==> src/rtl/pipe_dbg_ctrl.sv <==
// Run-control and debug sequencer for the 5-stage pipeline: gates pipeline advance,
// handles halt/step/breakpoint, and streams a register-file dump over valid/ready.
module pipe_dbg_ctrl #(
    parameter int NREG      = 32,
    parameter int CNT_W     = 32,
    parameter bit START_RUN = 1'b1
) (
    input  logic             clk,
    input  logic             rstn,
    input  logic             cmd_valid,
    output logic             cmd_ready,
    input  logic [1:0]       cmd_op,
    input  logic [CNT_W-1:0] cmd_arg,
    output logic             cmd_err,
    input  logic             bp_en,
    input  logic [31:0]      bp_addr,
    input  logic [31:0]      pc,
    output logic             cpu_run,
    output logic [4:0]       reg_sel,
    input  logic [31:0]      reg_data,
    output logic             dump_valid,
    input  logic             dump_ready,
    output logic [4:0]       dump_idx,
    output logic [31:0]      dump_data,
    output logic             dump_done,
    output logic             halt_event,
    output logic [1:0]       halt_cause,
    output logic [1:0]       dbg_state,
    output logic [CNT_W-1:0] cycle_cnt
);

    typedef enum logic [1:0] {
        S_RUN  = 2'd0,
        S_HALT = 2'd1,
        S_STEP = 2'd2,
        S_DUMP = 2'd3
    } state_t;

    localparam logic [1:0] OP_RUN  = 2'b00;
    localparam logic [1:0] OP_HALT = 2'b01;
    localparam logic [1:0] OP_STEP = 2'b10;
    localparam logic [1:0] OP_DUMP = 2'b11;

    localparam logic [1:0] CAUSE_CMD  = 2'd1;
    localparam logic [1:0] CAUSE_STEP = 2'd2;
    localparam logic [1:0] CAUSE_BP   = 2'd3;

    localparam logic [4:0] LAST_IDX    = 5'(NREG - 1);
    localparam state_t     RESET_STATE = START_RUN ? S_RUN : S_HALT;

    state_t           state, state_nxt;
    logic [CNT_W-1:0] step_cnt, step_cnt_nxt;
    logic [4:0]       idx, idx_nxt;
    logic [1:0]       cause_nxt;
    logic             bp_skip, bp_skip_nxt;
    logic             err_nxt, done_nxt, hev_nxt;
    logic             cmd_acc, bp_hit;

    assign cpu_run    = (state == S_RUN) || (state == S_STEP);
    assign cmd_ready  = (state == S_RUN) || (state == S_HALT);
    assign cmd_acc    = cmd_valid && cmd_ready;
    assign bp_hit     = cpu_run && bp_en && (pc == bp_addr) && !bp_skip;
    assign dump_valid = (state == S_DUMP);
    assign reg_sel    = (state == S_DUMP) ? idx : 5'd0;
    assign dump_idx   = idx;
    assign dump_data  = reg_data;
    assign dbg_state  = state;

    always_ff @(posedge clk) begin
        if (!rstn) begin
            state      <= RESET_STATE;
            step_cnt   <= '0;
            idx        <= '0;
            halt_cause <= 2'd0;
            bp_skip    <= 1'b0;
            cmd_err    <= 1'b0;
            dump_done  <= 1'b0;
            halt_event <= 1'b0;
            cycle_cnt  <= '0;
        end else begin
            state      <= state_nxt;
            step_cnt   <= step_cnt_nxt;
            idx        <= idx_nxt;
            halt_cause <= cause_nxt;
            bp_skip    <= bp_skip_nxt;
            cmd_err    <= err_nxt;
            dump_done  <= done_nxt;
            halt_event <= hev_nxt;
            if (cpu_run)
                cycle_cnt <= cycle_cnt + CNT_W'(1);
        end
    end

    always_comb begin
        state_nxt    = state;
        step_cnt_nxt = step_cnt;
        idx_nxt      = idx;
        cause_nxt    = halt_cause;
        // The skip only covers the first advancing cycle after a resume
        bp_skip_nxt  = cpu_run ? 1'b0 : bp_skip;
        err_nxt      = 1'b0;
        done_nxt     = 1'b0;
        hev_nxt      = 1'b0;
        case (state)
            S_RUN: begin
                if (cmd_acc && (cmd_op == OP_STEP || cmd_op == OP_DUMP))
                    err_nxt = 1'b1;
                if (bp_hit) begin
                    state_nxt = S_HALT;
                    cause_nxt = CAUSE_BP;
                    hev_nxt   = 1'b1;
                end else if (cmd_acc && cmd_op == OP_HALT) begin
                    state_nxt = S_HALT;
                    cause_nxt = CAUSE_CMD;
                    hev_nxt   = 1'b1;
                end
            end
            S_HALT: begin
                if (cmd_acc) begin
                    case (cmd_op)
                        OP_RUN: begin
                            state_nxt   = S_RUN;
                            bp_skip_nxt = 1'b1;
                        end
                        OP_STEP: begin
                            state_nxt    = S_STEP;
                            step_cnt_nxt = (cmd_arg == '0) ? CNT_W'(1) : cmd_arg;
                            bp_skip_nxt  = 1'b1;
                        end
                        OP_DUMP: begin
                            state_nxt = S_DUMP;
                            idx_nxt   = 5'd0;
                        end
                        default: ;
                    endcase
                end
            end
            S_STEP: begin
                step_cnt_nxt = step_cnt - CNT_W'(1);
                if (bp_hit) begin
                    state_nxt = S_HALT;
                    cause_nxt = CAUSE_BP;
                    hev_nxt   = 1'b1;
                end else if (step_cnt == CNT_W'(1)) begin
                    state_nxt = S_HALT;
                    cause_nxt = CAUSE_STEP;
                    hev_nxt   = 1'b1;
                end
            end
            S_DUMP: begin
                // Dump return to HALT keeps the original halt cause and raises no halt_event
                if (dump_ready) begin
                    if (idx == LAST_IDX) begin
                        state_nxt = S_HALT;
                        idx_nxt   = 5'd0;
                        done_nxt  = 1'b1;
                    end else begin
                        idx_nxt = idx + 5'd1;
                    end
                end
            end
            default: ;
        endcase
    end

endmodule

==> config.mk <==
export PLATFORM = sky130hd
export DESIGN_NAME = pipe_dbg_ctrl
export DESIGN_NICKNAME = d
export VERILOG_FILES = /design/src/rtl/pipe_dbg_ctrl.sv
export SDC_FILE = /design/constraint.sdc
export NUM_CORES = 1
export LEC_CHECK = 0
export CAP_MARGIN = 20
export CELL_PAD_IN_SITES_DETAIL_PLACEMENT = 0
export CELL_PAD_IN_SITES_GLOBAL_PLACEMENT = 2
export CORE_ASPECT_RATIO = 1.25
export CORE_UTILIZATION = 22
export DETAILED_ROUTE_END_ITERATION = 7
export GPL_TIMING_DRIVEN = 0
export HOLD_SLACK_MARGIN = 0.15
export PLACE_DENSITY = 0.91
export SYNTH_ARGS = -nofsm -noshare
export SYNTH_HDL_FRONTEND = slang
export SYNTH_SLANG_ARGS = --single-unit
==> constraint.sdc <==
create_clock -name clk -period 2.9 [get_ports clk]
set_clock_uncertainty 0.15 [all_clocks]
set_input_delay 0.29 -clock clk [delete_from_list [all_inputs] [get_ports clk]]
set_output_delay 0.29 -clock clk [all_outputs]
set_load 0.05 [all_outputs]
==> summary.md <==
| Metric | Value |
|---|---|
| Deepest clock path buffer count | 2 |
| RR Startpoint | step_cnt[11]$_SDFFE_PN0P_ |
| Yosys warns | 0 |
| Max FO, Critical Path | 10 |
| Final hold vios | 0 |
| Drt first pass iters | 4 |
| Number of global-route vias before repair | 4675 |
| Number of flops mapped to enable cells by yosys | 0 |
| Hold WC Path Type | reg -> reg |
| Detail Route Antenna Nets | 0 |
| Max IR drop VDD | 0.258 mV |
| Xor and xnor fraction of the mapped netlist area | 12.4% |
| CTS Hold Bufs | 0 |
| CTS tree | yes |
| Cell family with most CP delay | buffers and inverters |
| Post CTS Setup Buffer Count | 0 |
| Switching Share | 27.3% |
| Via/cell ratio | 4.70 |
| Unique masters post-synth | 52 |
| Clk sinks | 77 |
| Routed via count | 4874 |
| Clk root buf | clkbuf_16 |
| Fill cells | 2197 |
| R2R setup slack | 0.19 ns |
| Switching power | 0.810 mW |
| Initial drt markers | 240 |
| Number of synthesized register bits | 77 |
| RSZ-0062 raised after global routing | no |
| Top post-synthesis cells by area | dfxtp_1 34%, xnor2_1 6.8%, xor2_1 5.6% |
| Worst EP arrival | 2.29 ns |
| Post-synthesis sequential area ratio | 34.0% |
| Status | complete, no violations |
| Seq pwr share | 37.1% |
| LEAKAGE | 2.55 nW |
| Die footprint | 21200 sq um |
| R2R depth | 6 |
| Port Buffer Count | 186 |
| DRC violations left | 0 |
| Area leader, netlist | dfxtp_1 |
| Row count | 58 |
| Synth Area in Adders | 2.49% |
| Int Pwr | 2.16 mW |
| Setup violations, final | 0 |
| Combinational family with the most area after synthesis | simple AND/OR/NAND/NOR gates |
| Worst-Margin Slew | 0.923 ns |
| Top_reg_cell synth | dfxtp_1 |
| Initial Util | 22.5% |
| Total power | 2.97 mW |
| Multiplexer share of the synthesized area | 0.442% |
| Pin count of the biggest net entering global routing | 13 |
| Boundary pin count | 219 |
| Setup crit end kind | output port |
| Logic pwr share | 21.9% |
| Critical R2R Capture | step_cnt[24]$_SDFFE_PN0P_ |
| Global-route wire length before repair | 24.4 mm |
| DR WL/cell | 15.1 um |
| Fin crit share | 94.1% |
| Grt total ovfl | 0 |
| Synth Area in Compound Gates | 13.4% |
| Synth Area in Simple Gates | 29.0% |
| Clk pin slew, worst setup/hold paths | 0.06 ns |
| Ys async rst share | 0% |
| Die Span Y | 162 um |
| CP max stage cell | clkdlybuf4s50_1 |
| Mapped Cells | 566 |
| Slew Limit Fails | 0 |
| Cts bufs inserted | 9 |
| Crit-path cells | clkbuf_1 > nand2_1 > inv_1 > clkdlybuf4s50_1 |
| Hold depth | 2 |
| Mapped Avg Cell Area | 8.00 sq um |
| # nets final | 906 |
| WL final | 15.6 mm |
| Max-cap viol count | 0 |
| Hold_sp | step_cnt[24]$_SDFFE_PN0P_ |
| Clock share of power | 41.0% |
| FMAX | 0.367 GHz |
| Top cell type's share of synthesized area | 34.0% |
| Syn_nets | 710 |
| Total GRT Usage | 15.1% |
| Mapped Area | 4530 sq um |
| Worst path max stage delay | 0.80 ns |
| Clock Latency Late Sink | 0.33 ns |
| Core area | 20200 sq um |
| Area growth, synth to finish | 55.5% |
| CP Data Required Time | 2.46 ns |
| H-tree depth | 3 |
| DP HPWL | 12.4 mm |
| Power Density | 421 nW/um^2 |
| Die Span X | 130 um |
| Fin util | 34.9% |
| Antenna violations before repair | 0 |
| Worst slew margin | 38.0% |
| Share of cells above drive strength 1 | 7.83% |
| Worst setup SP type | flop |
| GPL Wtd Cong | 0.804 |
| CP bufs+invs | 3 |
| CP Class | reg -> out |
| Hold endpoint | step_cnt[24]$_SDFFE_PN0P_ |
| Final Critical Period | 2.73 ns |
| N_diodes | 0 |
==> worst min-delay path, delay by kind of cell (launching register included) <==
family / cells / cell delay, ns
AND/OR/NAND/NOR: 1 / 0.06
AO/OA/AOI/OAI: 1 / 0.05
flip-flops: 1 / 0.31
==> flip-flops by register name (all words and copies together) (netlist names) <==
register / cells
bp_skip: 1
cmd_err: 1
cycle_cnt: 32
dbg_state: 2
dump_done: 1
dump_idx: 5
halt_cause: 2
halt_event: 1
step_cnt: 32
==> power groups by stage <==
stage	clock, mW	sequential, mW	combinational, mW
after floorplan	0	1.15	0.330
after global placement	0	1.13	0.649
after detailed placement	0	1.13	0.652
after CTS	1.25	1.10	0.654
after global routing	1.28	1.11	0.696
final	1.22	1.10	0.649
==> per-stage QoR <==
step	hold WS (ns)	cells	instance area, sq um	setup WS [ns]	TNS, ns
5_1_grt	0.342	1036	7050	0.00796	0
6_report	0.317	1036	7050	0.172	0
3_3_place_gp	0.301	1022	6730	-0.481	-4.45
4_1_cts	0.319	1037	7040	0.0570	0
2_1_floorplan	0.272	566	4530	0.277	0
3_5_place_dp	0.311	1022	6730	-0.522	-4.91
==> final cells by class <==
| type | instances | area [sq um] | area share, % |
|---|---|---|---|
| repair buffers | 186 | 1850 | 26.3 |
| flip-flops and latches | 77 | 1540 | 21.9 |
| clock buffers | 11 | 243 | 3.44 |
| plain buffers | 53 | 324 | 4.60 |
| well taps | 270 | 338 | 4.79 |
| clock inverters | 4 | 72.6 | 1.03 |
| inverters | 13 | 48.8 | 0.692 |
| multi-input cells | 422 | 2630 | 37.3 |
==> Yosys cell counts, types with 3 or more instances <==
cell      number
dfxtp_1       77
nor2_1        65
nand2_1       39
xnor2_1       35
buf_4         32
xor2_1        29
a21oi_1       27
nand3_1       27
nand4_1       24
o21ai_0       20
clkbuf_1      19
nor4_1        17
a31oi_1       16
and3_1        16
nor3_1        16
or3_1         14
inv_1         12
ha_1           9
o211ai_1       7
or4_1          5
and2_1         4
o21a_1         4
a222oi_1       3
a22oi_1        3
and3b_1        3
and4_1         3
nor2b_1        3
o311ai_0       3
==> worst max-delay path by stage <==
stage,startpoint,end,cells after the start
2_1_floorplan,dbg_state[1]$_SDFFE_PN0P_,step_cnt[24]$_SDFFE_PN0P_,7
3_3_place_gp,cmd_valid,step_cnt[4]$_SDFFE_PN0P_,9
3_5_place_dp,cmd_valid,step_cnt[28]$_SDFFE_PN0P_,9
4_1_cts,cmd_valid,step_cnt[28]$_SDFFE_PN0P_,9
5_1_grt,dbg_state[1]$_SDFFE_PN0P_,dump_valid,4
6_report,dbg_state[1]$_SDFFE_PN0P_,dump_valid,4
==> kinds of logic after synthesis <==
kind of cell    Yosys count
compound gates           96
xor+xnor                 64
mux                       2
fa+ha+maj                 9
buf+inv                  67
simple gates            251
flops                    77
==> cells in the final DEF, fill, tap and decap left out, drive strengths merged, types with 3 or more instances in the layout <==
cell type and count:
buf 35, and3 16, and3b 3, nor2 65
clkdlybuf4s50 180, nand4 24, nor2b 3, o311ai 3
xnor2 35, a222oi 3, nand2 39, clkbuf 29
nor4 17, nor3 18, nand3 27, or4 7
or3 14, o21a 4, a21oi 27, ha 9
xor2 29, inv 12, a22oi 3, dfxtp 77
dlygate4sd2 6, and2 4, a31oi 16, and4 3
o21ai 20, o211ai 7
==> layer usage <==
layer  vias up  track usage (%)  wire length [um]
li1       2399                -                 -
met1      2235             16.6              6000
met2       217             27.7              8100
met3        23             2.79              1130
met4         0             6.58               389
met5         -                0                 0
==> what timing repair did <==
item                                    CTS  global route
endpoints found under the setup margin   16            16
resized for setup                         8             5
gates cloned                              0             0
No activity file was read; power rests on OpenSTA's default activity.
